<file path="src/rtl/serial_addsub_ctrl_pkg.sv">
// Shared encodings for the bit-serial add/subtract controller.
// State and op codes live here so the controller and bit cell agree.
package serial_addsub_ctrl_pkg;

   typedef enum logic [1:0] {
      IDLE = 2'd0,
      RUN  = 2'd1,
      DONE = 2'd2
   } state_t;

   localparam logic OP_ADD = 1'b0;
   localparam logic OP_SUB = 1'b1;

endpackage

</file>
<file path="src/rtl/serial_addsub_ctrl_if.sv">
// Request/response bundle between a requester and serial_addsub_ctrl.
// The master drives the operands and start; the slave returns status and result.
interface serial_addsub_ctrl_if #(parameter int WIDTH = 8);

   logic             start;
   logic             op;
   logic [WIDTH-1:0] a;
   logic [WIDTH-1:0] b;
   logic             busy;
   logic             done;
   logic [WIDTH-1:0] result;
   logic             cout;

   modport master (output start, op, a, b, input busy, done, result, cout);
   modport slave  (input start, op, a, b, output busy, done, result, cout);

endinterface

</file>
<file path="src/rtl/fa_fs_using_demux.sv">
// 1-bit full adder / full subtractor built from a 1x8 demux of {a,b,c}.
// Each output is an OR of the demux lines whose minterms make it true.
module fa_fs_using_demux
   import serial_addsub_ctrl_pkg::*;
(
   input  logic a,
   input  logic b,
   input  logic c,
   input  logic op,
   output logic s,
   output logic co
);

   logic [2:0] sel;
   logic [7:0] y;

   assign sel = {a, b, c};

   always_comb begin
      y      = '0;
      y[sel] = 1'b1;
   end

   // Sum and difference share the odd-parity minterms.
   assign s  = y[1] | y[2] | y[4] | y[7];
   assign co = (op == OP_SUB) ? (y[1] | y[2] | y[3] | y[7])
                              : (y[3] | y[5] | y[6] | y[7]);

endmodule

</file>
<file path="src/rtl/serial_addsub_ctrl.sv">
// Bit-serial add/subtract controller: one bit per clock, LSB first,
// through a single shared full adder/subtractor cell.
module serial_addsub_ctrl
   import serial_addsub_ctrl_pkg::*;
#(
   parameter int WIDTH = 8
) (
   input  logic               clk,
   input  logic               rst,
   serial_addsub_ctrl_if.slave bus
);

   localparam int            CW   = $clog2(WIDTH) + 1;
   localparam logic [CW-1:0] LAST = CW'(WIDTH - 1);

   state_t           state, nxt;
   logic [WIDTH-1:0] a_sr, b_sr, res_r;
   logic             op_r, c_r, cout_r;
   logic [CW-1:0]    cnt;
   logic             s, co;
   logic             accept;
   logic             last_bit;

   assign accept   = bus.start && (state != RUN);
   assign last_bit = (cnt == LAST);

   fa_fs_using_demux u_cell (
      .a  (a_sr[0]),
      .b  (b_sr[0]),
      .c  (c_r),
      .op (op_r),
      .s  (s),
      .co (co)
   );

   always_ff @(posedge clk or posedge rst) begin
      if (rst) state <= IDLE;
      else     state <= nxt;
   end

   always_comb begin
      nxt      = state;
      bus.busy = 1'b0;
      bus.done = 1'b0;
      case (state)
         IDLE: if (bus.start) nxt = RUN;
         RUN: begin
            bus.busy = 1'b1;
            if (last_bit) nxt = DONE;
         end
         DONE: begin
            bus.done = 1'b1;
            nxt      = bus.start ? RUN : IDLE;
         end
         default: nxt = IDLE;
      endcase
   end

   // Result shifts in from the MSB end so bit 0 lands at [0] after WIDTH steps.
   always_ff @(posedge clk or posedge rst) begin
      if (rst) begin
         a_sr   <= '0;
         b_sr   <= '0;
         res_r  <= '0;
         op_r   <= OP_ADD;
         c_r    <= 1'b0;
         cout_r <= 1'b0;
         cnt    <= '0;
      end else if (accept) begin
         a_sr <= bus.a;
         b_sr <= bus.b;
         op_r <= bus.op;
         c_r  <= 1'b0;
         cnt  <= '0;
      end else if (state == RUN) begin
         a_sr  <= {1'b0, a_sr[WIDTH-1:1]};
         b_sr  <= {1'b0, b_sr[WIDTH-1:1]};
         res_r <= {s, res_r[WIDTH-1:1]};
         c_r   <= co;
         cnt   <= cnt + CW'(1);
         if (last_bit) cout_r <= co;
      end
   end

   assign bus.result = res_r;
   assign bus.cout   = cout_r;

endmodule

</file>
<file path="src/flat_wrapper.sv">
// flat-port wrapper written by rule: the top's interface ports become plain ports
module serial_addsub_ctrl_flat import serial_addsub_ctrl_pkg::*;
#(
   parameter int WIDTH = 8
)
  (clk, rst, bus_start, bus_op, bus_a, bus_b, bus_busy, bus_done, bus_result, bus_cout);
  serial_addsub_ctrl_if #(.WIDTH(WIDTH)) bus_i ();
  input  logic clk;
  input  logic rst;
  input wire logic [$bits(bus_i.start)-1:0] bus_start;
  input wire logic [$bits(bus_i.op)-1:0] bus_op;
  input wire logic [$bits(bus_i.a)-1:0] bus_a;
  input wire logic [$bits(bus_i.b)-1:0] bus_b;
  output wire logic [$bits(bus_i.busy)-1:0] bus_busy;
  output wire logic [$bits(bus_i.done)-1:0] bus_done;
  output wire logic [$bits(bus_i.result)-1:0] bus_result;
  output wire logic [$bits(bus_i.cout)-1:0] bus_cout;
  assign bus_i.start = bus_start;
  assign bus_i.op = bus_op;
  assign bus_i.a = bus_a;
  assign bus_i.b = bus_b;
  assign bus_busy = bus_i.busy;
  assign bus_done = bus_i.done;
  assign bus_result = bus_i.result;
  assign bus_cout = bus_i.cout;
  serial_addsub_ctrl #(.WIDTH(WIDTH)) u_core (.clk(clk), .rst(rst), .bus(bus_i));
endmodule
</file>
<file path="config.mk">
export PLATFORM = sky130hd
export DESIGN_NAME = serial_addsub_ctrl_flat
export DESIGN_NICKNAME = d
export VERILOG_FILES = /design/src/rtl/serial_addsub_ctrl_pkg.sv /design/src/rtl/serial_addsub_ctrl_if.sv /design/src/rtl/fa_fs_using_demux.sv /design/src/rtl/serial_addsub_ctrl.sv /design/src/flat_wrapper.sv
export SDC_FILE = /design/constraint.sdc
export NUM_CORES = 1
export LEC_CHECK = 0
export ABC_CLOCK_PERIOD_IN_PS = 3710
export CORE_MARGIN = 5
export CORE_UTILIZATION = 56
export CTS_BUF_LIST = sky130_fd_sc_hd__clkbuf_4 sky130_fd_sc_hd__clkbuf_8
export DETAILED_ROUTE_END_ITERATION = 7
export GPL_TIMING_DRIVEN = 0
export PLACE_DENSITY = 0.86
export SLEW_MARGIN = 5
export SYNTH_ARGS = -nofsm -noshare
export SYNTH_HDL_FRONTEND = slang
export SYNTH_SLANG_ARGS = --single-unit
</file>
<file path="constraint.sdc">
create_clock -name clk -period 3.71 [get_ports clk]
set_clock_uncertainty 0.15 [all_clocks]
set_input_delay 0.9275 -clock clk [delete_from_list [all_inputs] [get_ports clk]]
set_output_delay 0.9275 -clock clk [all_outputs]
set_load 0.01 [all_outputs]
</file>
==> results of run 1 <==
-- worst paths after layout --
| path | cells after the start | end |
|---|---|---|
| setup / recovery | 5 | bus_busy |
| hold / removal | 2 | u_core.b_sr[2] |
| setup reg to reg | 4 | u_core.bus.cout |
| hold reg to reg | 2 | u_core.b_sr[2] |
| max in group asynchronous | 2 | u_core.state[0] |
| min in group asynchronous | 2 | u_core.a_sr[6] |
-- registers in the layout, indices dropped and copies added (netlist names) --
signal / cells
u_core.c_r: 1
u_core.state: 2
u_core.a_sr: 8
u_core.b_sr: 8
u_core.op_r: 1
u_core.bus.result: 8
u_core.cnt: 4
u_core.bus.cout: 1
-- per-layer routing --
metal	wire length, µm	global-route usage (%)	up-vias
li1	-	-	539
met1	1220	22.2	526
met2	1480	30.1	22
met3	121	5.66	6
met4	58	8.67	0
met5	0	0	-
-- stage by stage --
step	hold slack, ns	instance area (µm²)	power (mW)	cells
after detailed placement	0.316	1790	1.20	200
after CTS	0.342	1860	1.42	208
after global routing	0.379	1860	1.53	208
final	0.339	1860	1.40	208
after global placement	0.307	1790	1.16	200
after floorplan	0.299	1470	0.967	141
-- worst max-delay path, stage by stage, from the launching register on --
cell	delay, ns
dfrtp_1	0.39
nand2b_4	0.17
inv_2	0.06
buf_4	0.15
buf_2	0.22
clkdlybuf4s50_1	0.56
-- cell families after synthesis --
| group | synth area share (%) |
|---|---|
| adders and majority gates | 1.62 |
| AOI/OAI and AO/OA | 7.76 |
| muxes | 14.2 |
| DFF | 56.3 |
| xor gates and xnor gates | 1.79 |
| buffers and inverters | 3.50 |
| and+or+nand+nor | 14.8 |
-- power breakdown --
group          switching (mW)  internal, mW  leakage, nW
clock network           0.113         0.110       0.0413
registers               0.108         0.510        0.420
logic                   0.282         0.281        0.440
total                   0.503         0.901        0.901
-- cell type report --
type                            count  area (µm²)  share of cell area (%)
Clock inverter                      1        5.00                   0.268
Inverter                            3        11.3                   0.604
Clock buffer                        7        65.1                    3.49
Buffer                              8        40.0                    2.15
Tap cell                           30        37.5                    2.01
Timing Repair Buffer               29         290                    15.6
Multi-Input combinational cell     97         589                    31.6
Sequential cell                    33         826                    44.3
-- cell usage after synthesis, drive strengths merged --
cell type  number
ha              1
nand3           3
a22o            1
a211o           1
mux2            3
nor2b           1
xor2            1
buf             6
dfrtp          33
nor3            2
nand2b          1
and3            1
maj3            1
mux2i          17
nor2            3
inv             3
nand2          40
o21ai          19
xnor2           2
clkbuf          2
==> summary.txt, run 1 <==
status = complete, no violations
wire length per cell = 13.9 µm
Data required, critical path = 2.63 ns
Setup WS pre-CTS = 1.12 ns
Yosys cell types = 24
Pwr Density = 753 nW/µm²
final worst-path cycle share = 79.2%
Slew Viols, Final = 0
Clock Tree Buf Depth = 2
clk slew on worst S/H paths = 0.10 ns
CTS tree = built
gr usage total = 18.4%
Slew HR = 25.3%
cell count after synthesis = 141
total grt overflow = 0
YS warnings = 0
CP Capture Type = output port
Cell Area, Synth = 1470 µm²
die span in x = 61.2 µm
GP Congestion = 0.756
first-pass GRT wire length = 5000 µm
critical path class = reg2out
Max FO, Critical Path = 10
commonest non-fill, non-tap cell in the layout = nand2_1
Ant. Diodes = 0
setup ws final = 0.771 ns
drt drc = 0
synthesized area per cell = 10.4 µm²
Root Driver = clkbuf_4
Max-cap violations = 0
Rows = 18
Area growth, synth to finish = 27.1%
DR vias/cell = 5.25
syn nets = 162
Hold WC Path Type = reg2reg
Critical Path Start = u_core.state[1]
final setup fails = 0
Pleak = 0.901 nW
Post-Route Setup TNS = 0 ns
most frequent cells in the layout = nand2_1, dfrtp_1, clkdlybuf4s50_1
filler instances = 171
initial antenna violation count = 0
final WL = 2890 µm
maximum VDD drop = 0.000518 V
cts hold-fix bufs = 0
final core utilization = 74.6%
DP Wirelength = 2150 µm
area leader, netlist = dfrtp_1
starting DRC count in detailed routing = 34
Synth area leaders = dfrtp_1, mux2i_1, nand2_1
clk sink count = 33
Clk Latency, worst-skew pair = 0.32 ns
hold path startpoint = u_core.b_sr[3]
initial core utilization = 58.7%
sequential fraction of the synthesis area = 56.3%
final net count = 198
H-tree depth = 2
largest net degree at the start of global routing = 34
fmax = 340 MHz
minimum clock period after layout = 2.94 ns
post_cts resized = 0
vias in the first global route = 1146
Worst EP arrival = 1.86 ns
Via Count = 1093
register-to-register setup slack = 2.27 ns
Antenna Violating Nets Remaining = 0
Inserted Clock Buffers = 5
count of input and output buffers = 29
RSZ-0062 raised after global routing = no
Startpoint Class = register
Synth top area share = 56.3%
Die Area = 3740 µm²
share of cells above drive strength 1 = 12.4%
postcts setup bufs = 0
First-pass DRT Iterations = 4
#FFs+latches synth = 33
Hold Vio Cnt, Final = 0
FF-to-FF Start = u_core.cnt[0]
core area = 2500 µm²
Boundary Pins = 31
die height = 61.2 µm
worst slew pin tran = 1.11 ns
(Power assumes the default switching activity.)
==> run 2, diff against run 1 <==
--- a/config.mk
+++ b/config.mk
@@ -5,13 +5,13 @@
 export SDC_FILE = /design/constraint.sdc
 export NUM_CORES = 1
 export LEC_CHECK = 0
-export ABC_CLOCK_PERIOD_IN_PS = 3710
+export ABC_CLOCK_PERIOD_IN_PS = 2400
 export CORE_MARGIN = 5
-export CORE_UTILIZATION = 56
+export CORE_UTILIZATION = 47
 export CTS_BUF_LIST = sky130_fd_sc_hd__clkbuf_4 sky130_fd_sc_hd__clkbuf_8
 export DETAILED_ROUTE_END_ITERATION = 7
 export GPL_TIMING_DRIVEN = 0
-export PLACE_DENSITY = 0.86
+export PLACE_DENSITY = 0.76
 export SLEW_MARGIN = 5
 export SYNTH_ARGS = -nofsm -noshare
 export SYNTH_HDL_FRONTEND = slang
==> constraint.sdc (replaced) <==
create_clock -name clk -period 2.4 [get_ports clk]
set_clock_uncertainty 0.15 [all_clocks]
set_input_delay 0.6 -clock clk [delete_from_list [all_inputs] [get_ports clk]]
set_output_delay 0.6 -clock clk [all_outputs]
set_load 0.01 [all_outputs]
==> summary.txt, run 2 (synthesized netlist as in run 1, its figures left out) <==
clk sink count = 33
worst path bufs/invs = 3
Max FO, Critical Path = 19
First-pass DRT Iterations = 4
Register-to-Register Path Depth = 5
starting DRC count in detailed routing = 62
postcts setup bufs = 0
commonest non-fill, non-tap cell in the layout = nand2_1
Via Count = 1067
Ant. Diodes = 0
largest net degree at the start of global routing = 34
placed cells = 214
share of cells above drive strength 1 = 11.4%
Hold Crit Endpoint = u_core.bus.result[0]
Slew Viols, Final = 0
H-tree depth = 2
final WL = 2810 µm
Hold WC Path Type = reg2reg
vias in the first global route = 1130
fmax = 451 MHz
FF-to-FF Start = u_core.state[1]
Data required, critical path = 1.65 ns
die span in x = 65.9 µm
Boundary Pins = 31
die height = 65.9 µm
final core utilization = 61.0%
Worst R2R End = u_core.cnt[3]
fin cells = 219
maximum VDD drop = 0.000531 V
critical path class = reg2out
gr usage total = 15.7%
register-to-register setup slack = 0.93 ns
Post-Route Setup TNS = 0 ns
final net count = 197
drt drc = 0
setup ws final = 0.185 ns
CTS tree = built
Slowest-stage cell, CP = dfrtp_1
Inserted Clock Buffers = 5
final worst-path cycle share = 92.3%
Setup WS pre-CTS = 0.118 ns
final setup fails = 0
most frequent cells in the layout = nand2_1, dfrtp_1, clkdlybuf4s50_1
CP Capture Type = output port
total grt overflow = 0
Power Total = 2.08 mW
hold path startpoint = u_core.bus.result[0]
DP Wirelength = 2080 µm
worst hold stages = 2
RSZ-0062 raised after global routing = no
Hold Vio Cnt, Final = 0
Area growth, synth to finish = 26.0%
minimum clock period after layout = 2.22 ns
Pwr Density = 1130 nW/µm²
critical-path cell list = nand2b_4 -> inv_2 -> buf_4 -> dlygate4sd2_1
worst slew pin tran = 0.662 ns
Root Driver = clkbuf_4
Worst EP arrival = 1.47 ns
Startpoint Class = register
Pleak = 0.886 nW
GP Congestion = 0.783
first-pass GRT wire length = 5110 µm
cts hold-fix bufs = 0
critical path's top delay family = buffers and inverters
clk slew on worst S/H paths = 0.10 ns
Antenna Violating Nets Remaining = 0
Clock Tree Buf Depth = 2
DR vias/cell = 4.87
initial antenna violation count = 0
Max-cap violations = 0
status = complete, no violations
count of input and output buffers = 29
Clk Latency, worst-skew pair = 0.34 ns
Die Area = 4340 µm²
wire length per cell = 12.8 µm
post_cts resized = 1
core area = 3030 µm²
Slew HR = 55.8%
Rows = 20
initial core utilization = 48.4%
CP peak stage delay = 0.39 ns
==> run 2: cell types whose count changed in the layout (fill, tap and decap cells not counted) <==
| cell | previous run | this run |
|---|---|---|
| clkbuf_8 | 2 | 0 |
| buf_2 | 5 | 4 |
| clkdlybuf4s50_1 | 29 | 28 |
| clkinv_1 | 1 | 0 |
| dlygate4sd2_1 | 0 | 1 |
| inv_2 | 1 | 2 |
==> run 2: worst max-delay path by stage <==
stage,start,to,slack [ns],depth (start not counted)
2_1_floorplan,u_core.state[1],bus_busy,0.77,4
3_3_place_gp,u_core.state[1],bus_busy,0.15,5
3_5_place_dp,u_core.state[1],bus_busy,0.12,5
4_1_cts,u_core.state[1],bus_busy,0.17,4
5_1_grt,u_core.state[1],bus_busy,0.08,4
6_report,u_core.state[1],bus_busy,0.18,4
==> run 2: stage by stage <==
stage | hold WS [ns] | area, µm²
finish | 0.328 | 1850
global route | 0.373 | 1850
CTS | 0.335 | 1850
detailed placement | 0.312 | 1810
global placement | 0.309 | 1810
floorplan | 0.299 | 1470
==> run 2: report_power, final <==
part	leakage [nW]	total, mW	internal [mW]	switching, mW
registers	0.420	0.951	0.789	0.162
clock network	0.0269	0.277	0.101	0.176
logic	0.439	0.855	0.423	0.432
total	0.886	2.08	1.31	0.770
==> run 2: worst register-to-register path: stages, from the launching register on <==
cell	delay, ns
dfrtp_1	0.39
nand2b_4	0.17
inv_2	0.06
buf_4	0.21
nor2_1	0.09
a211o_1	0.30
==> run 2: final cells by class <==
class,instances,area (µm²)
clock inverters,1,5.00
repair buffers,29,289
multi-input cells,97,589
plain buffers,7,35.0
well taps,44,55.1
clock buffers,5,37.5
fillers,261,1180
flip-flops and latches,33,826
inverters,3,11.3
==> run 2: per-layer routing <==
layer / vias up / track usage [%] / part of all wire [%]
li1: 537 / - / -
met1: 509 / 19.8 / 45
met2: 15 / 24.7 / 49
met3: 6 / 6.12 / 4.2
met4: 0 / 4.66 / 1.3
met5: - / 0 / 0
